### src/rtl/tb_ram_pkg.sv
// Shared definitions for the RAM fill/check test stages: size defaults,
// AXI encodings, and the FSM state types.
package tb_ram_pkg;

    localparam int DEF_RAM_SIZE   = 65536;
    localparam int DEF_BLOCK_SIZE = 4096;

    localparam logic [1:0] BURST_INCR = 2'd1;
    localparam logic [1:0] RESP_OKAY  = 2'd0;

    typedef enum logic {
        AR_IDLE,
        AR_ISSUE
    } ar_state_e;

    typedef enum logic [1:0] {
        R_IDLE,
        R_RECV,
        R_DRAIN
    } r_state_e;

    typedef struct packed {
        ar_state_e ar_state;
        r_state_e  r_state;
        logic      bad_beat;
    } check_ram_dbg_t;

endpackage

### src/rtl/check_ram_cmp.sv
// Registered compare stage: flags beats that break the fill pattern and keeps
// the saturating error count; first-error capture exists with CHECK_RAM_FIRST_ERR_EN.
module check_ram_cmp
    import tb_ram_pkg::*;
#(
    parameter int          DW         = 512,
    parameter int          AW         = 16,
    parameter int          NW         = 10,
    parameter int          BPB        = 64,
    parameter logic [31:0] FIRST_DATA = 32'hC000_0000
) (
    input  logic          clk,
    input  logic          resetn,
    input  logic          clear,
    input  logic          beat_valid,
    input  logic [NW-1:0] n,
    input  logic [DW-1:0] rdata,
    input  logic [1:0]    rresp,
    input  logic          rlast,
`ifdef CHECK_RAM_FIRST_ERR_EN
    output logic          first_err_valid,
    output logic [AW-1:0] first_err_addr,
    output logic [DW-1:0] first_err_data,
`endif
    output logic          bad_beat,
    output logic [31:0]   error_count
);

    logic [DW-1:0] exp_data;
    logic          exp_last;
    logic          bad;
    logic          bad_q, bad_d;
    logic [31:0]   err_cnt_q, err_cnt_d;

    // Any number of failing conditions on one beat still counts as one error.
    always_comb begin
        exp_data  = DW'(FIRST_DATA) + DW'(n);
        exp_last  = ((32'(n) % 32'(BPB)) == 32'(BPB - 1));
        bad       = beat_valid && ((rdata != exp_data) || (rresp != RESP_OKAY) || (rlast != exp_last));
        bad_d     = bad;
        err_cnt_d = err_cnt_q;
        if (clear) begin
            err_cnt_d = '0;
        end else if (bad && (err_cnt_q != '1)) begin
            err_cnt_d = err_cnt_q + 32'd1;
        end
    end

    always_ff @(posedge clk) begin
        if (!resetn) begin
            bad_q     <= 1'b0;
            err_cnt_q <= '0;
        end else begin
            bad_q     <= bad_d;
            err_cnt_q <= err_cnt_d;
        end
    end

    assign bad_beat    = bad_q;
    assign error_count = err_cnt_q;

`ifdef CHECK_RAM_FIRST_ERR_EN
    localparam int BYTES = DW / 8;

    logic          fe_valid_q, fe_valid_d;
    logic [AW-1:0] fe_addr_q, fe_addr_d;
    logic [DW-1:0] fe_data_q, fe_data_d;

    always_comb begin
        fe_valid_d = fe_valid_q;
        fe_addr_d  = fe_addr_q;
        fe_data_d  = fe_data_q;
        if (clear) begin
            fe_valid_d = 1'b0;
            fe_addr_d  = '0;
            fe_data_d  = '0;
        end else if (bad && !fe_valid_q) begin
            fe_valid_d = 1'b1;
            fe_addr_d  = AW'(32'(n) * 32'(BYTES));
            fe_data_d  = rdata;
        end
    end

    always_ff @(posedge clk) begin
        if (!resetn) begin
            fe_valid_q <= 1'b0;
            fe_addr_q  <= '0;
            fe_data_q  <= '0;
        end else begin
            fe_valid_q <= fe_valid_d;
            fe_addr_q  <= fe_addr_d;
            fe_data_q  <= fe_data_d;
        end
    end

    assign first_err_valid = fe_valid_q;
    assign first_err_addr  = fe_addr_q;
    assign first_err_data  = fe_data_q;
`endif

endmodule

### src/rtl/check_ram.sv
// RAM read-back checker: issues one INCR burst per block and verifies the incrementing
// fill pattern. Define CHECK_RAM_FIRST_ERR_EN to add the first-error capture outputs.
module check_ram
    import tb_ram_pkg::*;
#(
    parameter int          DW         = 512,
    parameter int          AW         = 16,
    parameter logic [31:0] FIRST_DATA = 32'hC000_0000,
    parameter int          RAM_SIZE   = DEF_RAM_SIZE,
    parameter int          BLOCK_SIZE = DEF_BLOCK_SIZE
) (
    input  logic           clk,
    input  logic           resetn,
    input  logic           start,
    output logic           busy,
    output logic           done,
    output logic           pass,
    output logic [31:0]    error_count,
`ifdef CHECK_RAM_FIRST_ERR_EN
    output logic           first_err_valid,
    output logic [AW-1:0]  first_err_addr,
    output logic [DW-1:0]  first_err_data,
`endif
    output check_ram_dbg_t dbg_state,
    output logic [AW-1:0]  M_AXI_ARADDR,
    output logic           M_AXI_ARVALID,
    input  logic           M_AXI_ARREADY,
    output logic [7:0]     M_AXI_ARLEN,
    output logic [2:0]     M_AXI_ARSIZE,
    output logic [1:0]     M_AXI_ARBURST,
    output logic [3:0]     M_AXI_ARID,
    output logic [3:0]     M_AXI_ARCACHE,
    output logic [3:0]     M_AXI_ARQOS,
    output logic [2:0]     M_AXI_ARPROT,
    output logic           M_AXI_ARLOCK,
    input  logic [DW-1:0]  M_AXI_RDATA,
    input  logic [1:0]     M_AXI_RRESP,
    input  logic           M_AXI_RLAST,
    input  logic           M_AXI_RVALID,
    output logic           M_AXI_RREADY
);

    localparam int BYTES       = DW / 8;
    localparam int BPB         = BLOCK_SIZE / BYTES;
    localparam int MAX_BLOCKS  = RAM_SIZE / BLOCK_SIZE;
    localparam int TOTAL_BEATS = MAX_BLOCKS * BPB;
    localparam int NW          = (TOTAL_BEATS > 1) ? $clog2(TOTAL_BEATS) : 1;
    localparam int BW          = (MAX_BLOCKS > 1) ? $clog2(MAX_BLOCKS) : 1;

    ar_state_e     ar_state_q, ar_state_d;
    r_state_e      r_state_q, r_state_d;
    logic [BW-1:0] blk_q, blk_d;
    logic [AW-1:0] araddr_q, araddr_d;
    logic [NW-1:0] n_q, n_d;
    logic          busy_q, busy_d;
    logic          done_q, done_d;
    logic          pass_q, pass_d;
    logic          start_acc;
    logic          r_hs;
    logic          bad_beat;

    // AR and R sides run independently; addresses may run ahead of data.
    always_comb begin
        start_acc  = start && !busy_q;
        r_hs       = (r_state_q == R_RECV) && M_AXI_RVALID;
        ar_state_d = ar_state_q;
        r_state_d  = r_state_q;
        blk_d      = blk_q;
        araddr_d   = araddr_q;
        n_d        = n_q;
        busy_d     = busy_q;
        done_d     = 1'b0;
        pass_d     = pass_q;

        case (ar_state_q)
            AR_IDLE: if (start_acc) begin
                ar_state_d = AR_ISSUE;
                blk_d      = '0;
                araddr_d   = '0;
            end
            AR_ISSUE: if (M_AXI_ARREADY) begin
                blk_d    = blk_q + 1'b1;
                araddr_d = araddr_q + AW'(BLOCK_SIZE);
                if (blk_q == BW'(MAX_BLOCKS - 1)) ar_state_d = AR_IDLE;
            end
            default: ar_state_d = AR_IDLE;
        endcase

        // DRAIN gives the compare stage one cycle to fold in the last beat.
        case (r_state_q)
            R_IDLE: if (start_acc) begin
                r_state_d = R_RECV;
                n_d       = '0;
            end
            R_RECV: if (r_hs) begin
                n_d = n_q + 1'b1;
                if (n_q == NW'(TOTAL_BEATS - 1)) r_state_d = R_DRAIN;
            end
            R_DRAIN: begin
                done_d    = 1'b1;
                pass_d    = (error_count == 32'd0);
                r_state_d = R_IDLE;
            end
            default: r_state_d = R_IDLE;
        endcase

        if (start_acc) begin
            busy_d = 1'b1;
            pass_d = 1'b0;
        end else if (done_q) begin
            busy_d = 1'b0;
        end
    end

    always_ff @(posedge clk) begin
        if (!resetn) begin
            ar_state_q <= AR_IDLE;
            r_state_q  <= R_IDLE;
            blk_q      <= '0;
            araddr_q   <= '0;
            n_q        <= '0;
            busy_q     <= 1'b0;
            done_q     <= 1'b0;
            pass_q     <= 1'b0;
        end else begin
            ar_state_q <= ar_state_d;
            r_state_q  <= r_state_d;
            blk_q      <= blk_d;
            araddr_q   <= araddr_d;
            n_q        <= n_d;
            busy_q     <= busy_d;
            done_q     <= done_d;
            pass_q     <= pass_d;
        end
    end

    check_ram_cmp #(
        .DW         (DW),
        .AW         (AW),
        .NW         (NW),
        .BPB        (BPB),
        .FIRST_DATA (FIRST_DATA)
    ) u_cmp (
        .clk             (clk),
        .resetn          (resetn),
        .clear           (start_acc),
        .beat_valid      (r_hs),
        .n               (n_q),
        .rdata           (M_AXI_RDATA),
        .rresp           (M_AXI_RRESP),
        .rlast           (M_AXI_RLAST),
`ifdef CHECK_RAM_FIRST_ERR_EN
        .first_err_valid (first_err_valid),
        .first_err_addr  (first_err_addr),
        .first_err_data  (first_err_data),
`endif
        .bad_beat        (bad_beat),
        .error_count     (error_count)
    );

    always_comb begin
        dbg_state          = '0;
        dbg_state.ar_state = ar_state_q;
        dbg_state.r_state  = r_state_q;
        dbg_state.bad_beat = bad_beat;
    end

    assign busy          = busy_q;
    assign done          = done_q;
    assign pass          = pass_q;
    assign M_AXI_ARADDR  = araddr_q;
    assign M_AXI_ARVALID = (ar_state_q == AR_ISSUE);
    assign M_AXI_RREADY  = (r_state_q == R_RECV);
    assign M_AXI_ARLEN   = 8'(BPB - 1);
    assign M_AXI_ARSIZE  = 3'($clog2(BYTES));
    assign M_AXI_ARBURST = BURST_INCR;
    assign M_AXI_ARID    = 4'd0;
    assign M_AXI_ARCACHE = 4'd0;
    assign M_AXI_ARQOS   = 4'd0;
    assign M_AXI_ARPROT  = 3'd0;
    assign M_AXI_ARLOCK  = 1'b0;

endmodule
### config.mk
export PLATFORM = sky130hd
export DESIGN_NAME = check_ram
export DESIGN_NICKNAME = d
export VERILOG_FILES = /design/src/rtl/tb_ram_pkg.sv /design/src/rtl/check_ram_cmp.sv /design/src/rtl/check_ram.sv
export SDC_FILE = /design/constraint.sdc
export NUM_CORES = 1
export LEC_CHECK = 0
export CELL_PAD_IN_SITES_DETAIL_PLACEMENT = 0
export CELL_PAD_IN_SITES_GLOBAL_PLACEMENT = 2
export CORE_ASPECT_RATIO = 0.5
export CORE_MARGIN = 1.5
export CORE_UTILIZATION = 10
export CTS_CLUSTER_DIAMETER = 60
export DETAILED_ROUTE_END_ITERATION = 6
export GPL_ROUTABILITY_DRIVEN = 0
export PLACE_DENSITY_LB_ADDON = 0.1
export SETUP_SLACK_MARGIN = 0.5
export SLEW_MARGIN = 20
export SYNTH_ARGS = -nofsm -noshare
export SYNTH_HDL_FRONTEND = slang
export SYNTH_SLANG_ARGS = --single-unit
### constraint.sdc
create_clock -name clk -period 3.2 [get_ports clk]
set_input_delay 0.8 -clock clk [delete_from_list [all_inputs] [get_ports clk]]
set_output_delay 0.8 -clock clk [all_outputs]
set_load 0.02 [all_outputs]
Word level (Yosys, flattened, before mapping)
Cells that the tools add are included.

Add/subtract/negate cells: 5. Muxes and demuxes: 20. Bitwise logic cells: 2. Eq/ne operators: 13. Reduce and logical (&&, ||, !) cells: 16.

Operators with widths (number): inequality test 512 bit (1); adder 32 x 10 -> 33 bit, first input constant (1); adder 32 x 1 -> 32 bit, second input constant (1); zero test 32 bit (1); 2-to-1 mux 16 bit (2); inequality test 32 bit, second input constant (1); case mux 16 bit (2 select lines) (1); 2-to-1 mux 10 bit (2); case mux 10 bit (2 select lines) (1); adder 16 x 13 -> 16 bit, second input constant (1); adder 10 x 1 -> 10 bit, second input constant (1); == test 10 bit, second input constant (1); 2-to-1 mux 4 bit (2); case mux 4 bit (2 select lines) (1); == test 6 bit, second input constant (1); 2-to-1 mux 1 bit (6); 2-to-1 mux 2 bit (3); inequality test 2 bit, second input constant (3); AND reduction 3 bit (2); nonzero test 2 bit (3); adder 4 x 1 -> 4 bit, second input constant (1); == test 4 bit, second input constant (1); logical AND 1 bit (4); inequality test 2 x 1 -> 1 bit, second input constant (2); other kinds (11) (13).

Register bits: 69. Logic and storage cells: 66.

Depth between registers and ports, before layout
Word-level depth: 6. Gate-level depth with buffers: 13. Depth with buffers taken out: 9.

Modules after synthesis
Synthesis repeated with hierarchy kept, for this count alone.

Cells, all modules: 587. Area total of the unflattened synthesis: 4439.3 um2.

Modules (own cells, without submodules): check_ram_cmp (cells an instance 406, sequential area each 660.6 um2, times used 1, area each 2965.3 um2); check_ram (cells an instance 181, sequential area each 480.5 um2, times used 1, area each 1473.9 um2).

Least setup slack after synthesis
OpenSTA, ideal clock, no wires.

Kind: input -> register. Start point: input port M_AXI_RDATA[244]. End point: register u_cmp.err_cnt_q[10], in the netlist u_cmp.error_count[10]. Setup time: 0.116 ns. Buffers on the path: 2. Path slack: 0.297 ns. Cell stages on the path: 9. Arrival: 2.786 ns. Path through: or4_1 a2111oi_0 nand4_1 nor4_1 nand4b_1 and3_1 buf_6 buf_6 a41o_1.

Cells in the longest elaborated chain, start to end: 5.

RTL lines: from (decl) (RTL line check_ram.sv:36) `input logic [DW-1:0] M_AXI_RDATA,`; inequality test 512 bit (RTL line check_ram_cmp.sv:39) `bad = beat_valid && ((rdata != exp_data) || (rresp != RESP_OKAY) || (rlast != exp_last));`; logical OR 1 bit (2 in series) (RTL line check_ram_cmp.sv:39); logical AND 1 bit (RTL line check_ram_cmp.sv:39); logical AND 1 bit (RTL line check_ram_cmp.sv:44) `end else if (bad && (err_cnt_q != '1)) begin`; to (signal assigned) (RTL line check_ram_cmp.sv:55) `err_cnt_q <= err_cnt_d;`; to (decl) (RTL line check_ram_cmp.sv:33) `logic [31:0] err_cnt_q, err_cnt_d;`.

No other way between the ends. A chain may end at the register's enable or synchronous reset.

Worst setup path after layout
Start point: input port M_AXI_RDATA[306]. End point: register u_cmp.err_cnt_q[19], in the netlist u_cmp.error_count[19].

The elaborated chain is that of the path after synthesis.

==> impl_summary.md <==
Outcome
The flow ran to the end, and the final reports show no timing, DRC or antenna violations.

Worst hold path
The path class of the tightest hold or removal check is reg -> reg.

STA
The final worst hold slack is 0.4884 ns. The aggregate negative setup slack is 0 ns. Subtracting the final worst setup slack from the clock period gives 2.985 ns. The hold violation total from the final report was 0.

Timing would allow up to approximately 340 MHz. The number of failing setup endpoints in the final timing report is 0. The final worst clock skew is 0.01493 ns. At the pin with the least slew margin, the transition time is 0.5159 ns. In this run the tightest slew margin relative to its limit is 65.24%. The share of the clock period used by the worst path after layout is 93.27%. Setup repair after global routing could not meet its margin everywhere. The max-slew violation count is 0.

Die
The die covers 44260 sq um. During I/O placement, the number of pins put on the boundary was 606. The area of the core region is 42180 sq um.

The height of the chip is 149.5 um. The die is 296.0 um wide. The initialized floorplan defines 53 standard-cell rows. Once the floorplan was initialized, standard cells occupied about a tenth of the core.

Clocking
The clock latency of the later-clocked register in the worst-skew pair is around 0.34 ns. The total of hold buffers inserted after clock tree synthesis is 0. The tree built by TritonCTS fans out to 57 sinks. Counting the buffers created by CTS gives 9.

The level count of the clock H-tree is 3. The root buffer selected by CTS is sky130_fd_sc_hd__clkbuf_16. The clock input transition at the sequential cells of the worst setup and hold paths is 0.05 ns. The TritonCTS clock tree is built. No sink is reached through more buffers than the 2 on the longest clock path.

GRT
The global-route wire length before repair is 49580 um. The via count of the first global-routing pass is 7070. Global routing consumed, over all layers together, roughly 15% of the routing resources. The initial antenna violation count is 12.

Global routing finished with a remaining overflow of 0. The pin count of the biggest net entering global routing is 24.

Yosys
The flip-flop cell with the highest count after synthesis is sky130_fd_sc_hd__dfxtp_1. Synthesis inferred 57 register bits. After synthesis, the share of flip-flops with an asynchronous set or reset is 0%. The number of instances in the synthesized netlist is 566.

Counting flops with a built-in enable in the synthesized netlist gives 0. Yosys attributes the largest share of cell area to sky130_fd_sc_hd__dfxtp_1 27%, sky130_fd_sc_hd__nor4_1 20%, sky130_fd_sc_hd__buf_4 7.5%. In the synthesized netlist, the cells that appear most often are 136 x sky130_fd_sc_hd__nor4_1, 57 x sky130_fd_sc_hd__dfxtp_1, 44 x sky130_fd_sc_hd__nand2_1. The unique cell type count in the Yosys netlist is 42. The number of warnings printed during yosys synthesis is 0.

The combined area of all synthesized cells is 4293 sq um. The top cell type by area accounts for 26.58% of the synthesized area. The mean area per synthesized cell is 7.585 sq um.

The cell taking the most area after synthesis is sky130_fd_sc_hd__dfxtp_1. Among all cell types in the netlist, the one instantiated most often is sky130_fd_sc_hd__nor4_1. The sequential cell area fraction in the yosys report is 26.58%.

Pwr
The share of power burned in combinational logic is 35.3%. The power dissipated by switching net loads is 0.0006918 W. The static power due to leakage is 4.712 nW.

The proportion of power drawn by flip-flops and latches is 29.3%. The peak supply drop is 0.2536 mV. The internal portion of total power is 0.001795 W. The switching part of the total is approximately 28%.

Of the total power, the clock network draws 35.4%. After layout, the design draws a total of between 0.002 and 0.0025 W. Dividing total power by cell area gives a power density of 212.1 nW/um^2.

Drt
The number of violations reported at the end of detailed-routing iteration 0 is between 200 and 250. The total via count in the routed design is 6839. The count of nets left with antenna violations once routing finished came out at 0. The per-cell via count in the routed design is 3.917. The total detailed-routing wirelength is 36540 um.

The pre-antenna-repair detailed-routing pass consisted of 4 iterations. Dividing the detail-routed wire length by the instance count gives 20.93 um. The residual DRC count is 0.

Final layout
The number of nets in the final layout is 1684. The layout filler cell count is 4592. From synthesis to final layout, the design area changed by 173.1%. For this run, the number of standard cells in the final layout without fillers is 1746. The multi-input gate area in the final layout is 3720 sq um.

Across the whole layout, storage elements account for between 1000 and 1500 sq um. In the final layout, the share of cells above drive strength 1 is 19.50%.

Setup path
The critical path start-end classification is in -> reg. The critical path arrival is 3.25 ns. At the worst endpoint, the required time is ~3.5 ns. Of all nets on the critical path, the largest fanout is 7. STA classifies the critical path startpoint as an input pin. The worst setup path is captured at a flop.

Placement
The placed cell count is approximately 1700. The number of port buffers is ~560. Summed over all nets, the half-perimeter wirelength after detailed placement is 32030 um.

Flow run
The max-capacitance violation count is 0.
## power groups by stage
stage / Combinational [W] / Sequential, W / Clock, W
after CTS: 0.000869 / 0.000728 / 0.000918
final: 0.000878 / 0.000728 / 0.000881
after detailed placement: 0.000887 / 0.000743 / 0
after global placement: 0.000882 / 0.000743 / 0
after floorplan: 0.000190 / 0.000745 / 0
after global routing: 0.000932 / 0.000730 / 0.000943
## flip-flops by register name, indices dropped and copies added, names as in the netlist
name and count:
u_cmp.bad_beat 1, busy 1, done 1, n_q 10, u_cmp.error_count 32, M_AXI_ARADDR 4, r_state_q 2, M_AXI_ARVALID 1
pass 1, blk_q 4
## final cells by class
cell class                      instances  area share (%)
Antenna cell                            5          0.1067
Clock buffer                           10           1.953
Clock inverter                          6          0.2988
Inverter                                6          0.1921
Multi-Input combinational cell        483           31.73
Sequential cell                        57           9.733
Tap cell                              577           6.158
Timing Repair Buffer                  602           49.83
## cell families after synthesis
| group | after synthesis | share of synthesized area [%] |
|---|---|---|
| AND/OR/NAND/NOR | 342 | 45.85 |
| multiplexers | 7 | 1.661 |
| other | 2 | 0.1749 |
| flip-flops | 57 | 26.58 |
| adder cells (fa/ha/maj) | 5 | 1.457 |
| AO/OA/AOI/OAI | 66 | 9.706 |
| XOR/XNOR | 22 | 4.489 |
| buffers and inverters | 65 | 10.08 |
## stage by stage
stage | utilization, % | worst slack (ns) | area [sq um]
5_1_grt | 27.79 | 0.07318 | 11720
3_5_place_dp | 25.57 | -0.9311 | 10790
6_report | 27.80 | 0.2154 | 11720
2_1_floorplan | - | 0.4019 | 4557
4_1_cts | 26.91 | 0.1777 | 11350
3_3_place_gp | 25.57 | -0.9377 | 10790
## critical path, cell delays in order
cell                            delay, ns
sky130_fd_sc_hd__dlygate4sd2_1       0.31
sky130_fd_sc_hd__nor4_4              0.28
sky130_fd_sc_hd__buf_4               0.17
sky130_fd_sc_hd__nand4_1             0.14
sky130_fd_sc_hd__nor4_4              0.22
sky130_fd_sc_hd__buf_4               0.16
sky130_fd_sc_hd__and4_4              0.22
sky130_fd_sc_hd__nand4b_1            0.13
sky130_fd_sc_hd__buf_6               0.16
sky130_fd_sc_hd__and3_4              0.19
sky130_fd_sc_hd__buf_12              0.16
sky130_fd_sc_hd__nand4_1             0.11
sky130_fd_sc_hd__mux2i_1             0.18
## layout by cell type (no fill, tap or decap), types with 12 or more instances in the layout
cell type / count
sky130_fd_sc_hd__nand2_1: 42
sky130_fd_sc_hd__clkdlybuf4s15_1: 70
sky130_fd_sc_hd__nand4_1: 42
sky130_fd_sc_hd__conb_1: 41
sky130_fd_sc_hd__buf_2: 19
sky130_fd_sc_hd__o21ai_0: 13
sky130_fd_sc_hd__dfxtp_1: 57
sky130_fd_sc_hd__and3_1: 12
sky130_fd_sc_hd__nor4_4: 21
sky130_fd_sc_hd__dlymetal6s2s_1: 64
sky130_fd_sc_hd__nor4_1: 47
sky130_fd_sc_hd__xnor2_1: 13
sky130_fd_sc_hd__clkbuf_2: 30
sky130_fd_sc_hd__nand3_1: 13
sky130_fd_sc_hd__a21oi_1: 24
sky130_fd_sc_hd__clkdlybuf4s50_1: 306
sky130_fd_sc_hd__nor4_2: 68
sky130_fd_sc_hd__dlygate4sd2_1: 66
sky130_fd_sc_hd__buf_4: 32
sky130_fd_sc_hd__nor2_1: 39
## timing repair
item | 4_1_cts | 5_1_grt
pin swaps | 87 | 100
cloned | 2 | 0
resized for setup | 398 | 195
buffers inserted | 0 | 1
setup endpoints to repair | 33 | 33
## routing by layer
metal / vias to the layer above / global-route usage, % / part of all wire [%]
met5: - / 0 / 0.11
met4: 6 / 3.291 / 1.3
met3: 34 / 2.629 / 4.5
met2: 191 / 29.63 / 54
met1: 3254 / 17.96 / 40
li1: 3354 / - / -
## worst paths after layout
check | start | to | slack [ns] | cells after the start
max | M_AXI_RDATA[306] | u_cmp.error_count[19] | 0.22 | 13
min | busy | busy | 0.49 | 2
max reg2reg | u_cmp.error_count[0] | u_cmp.error_count[5] | 0.60 | 10
min reg2reg | busy | busy | 0.49 | 2
Note: power is estimated with default switching activity, not from simulation.
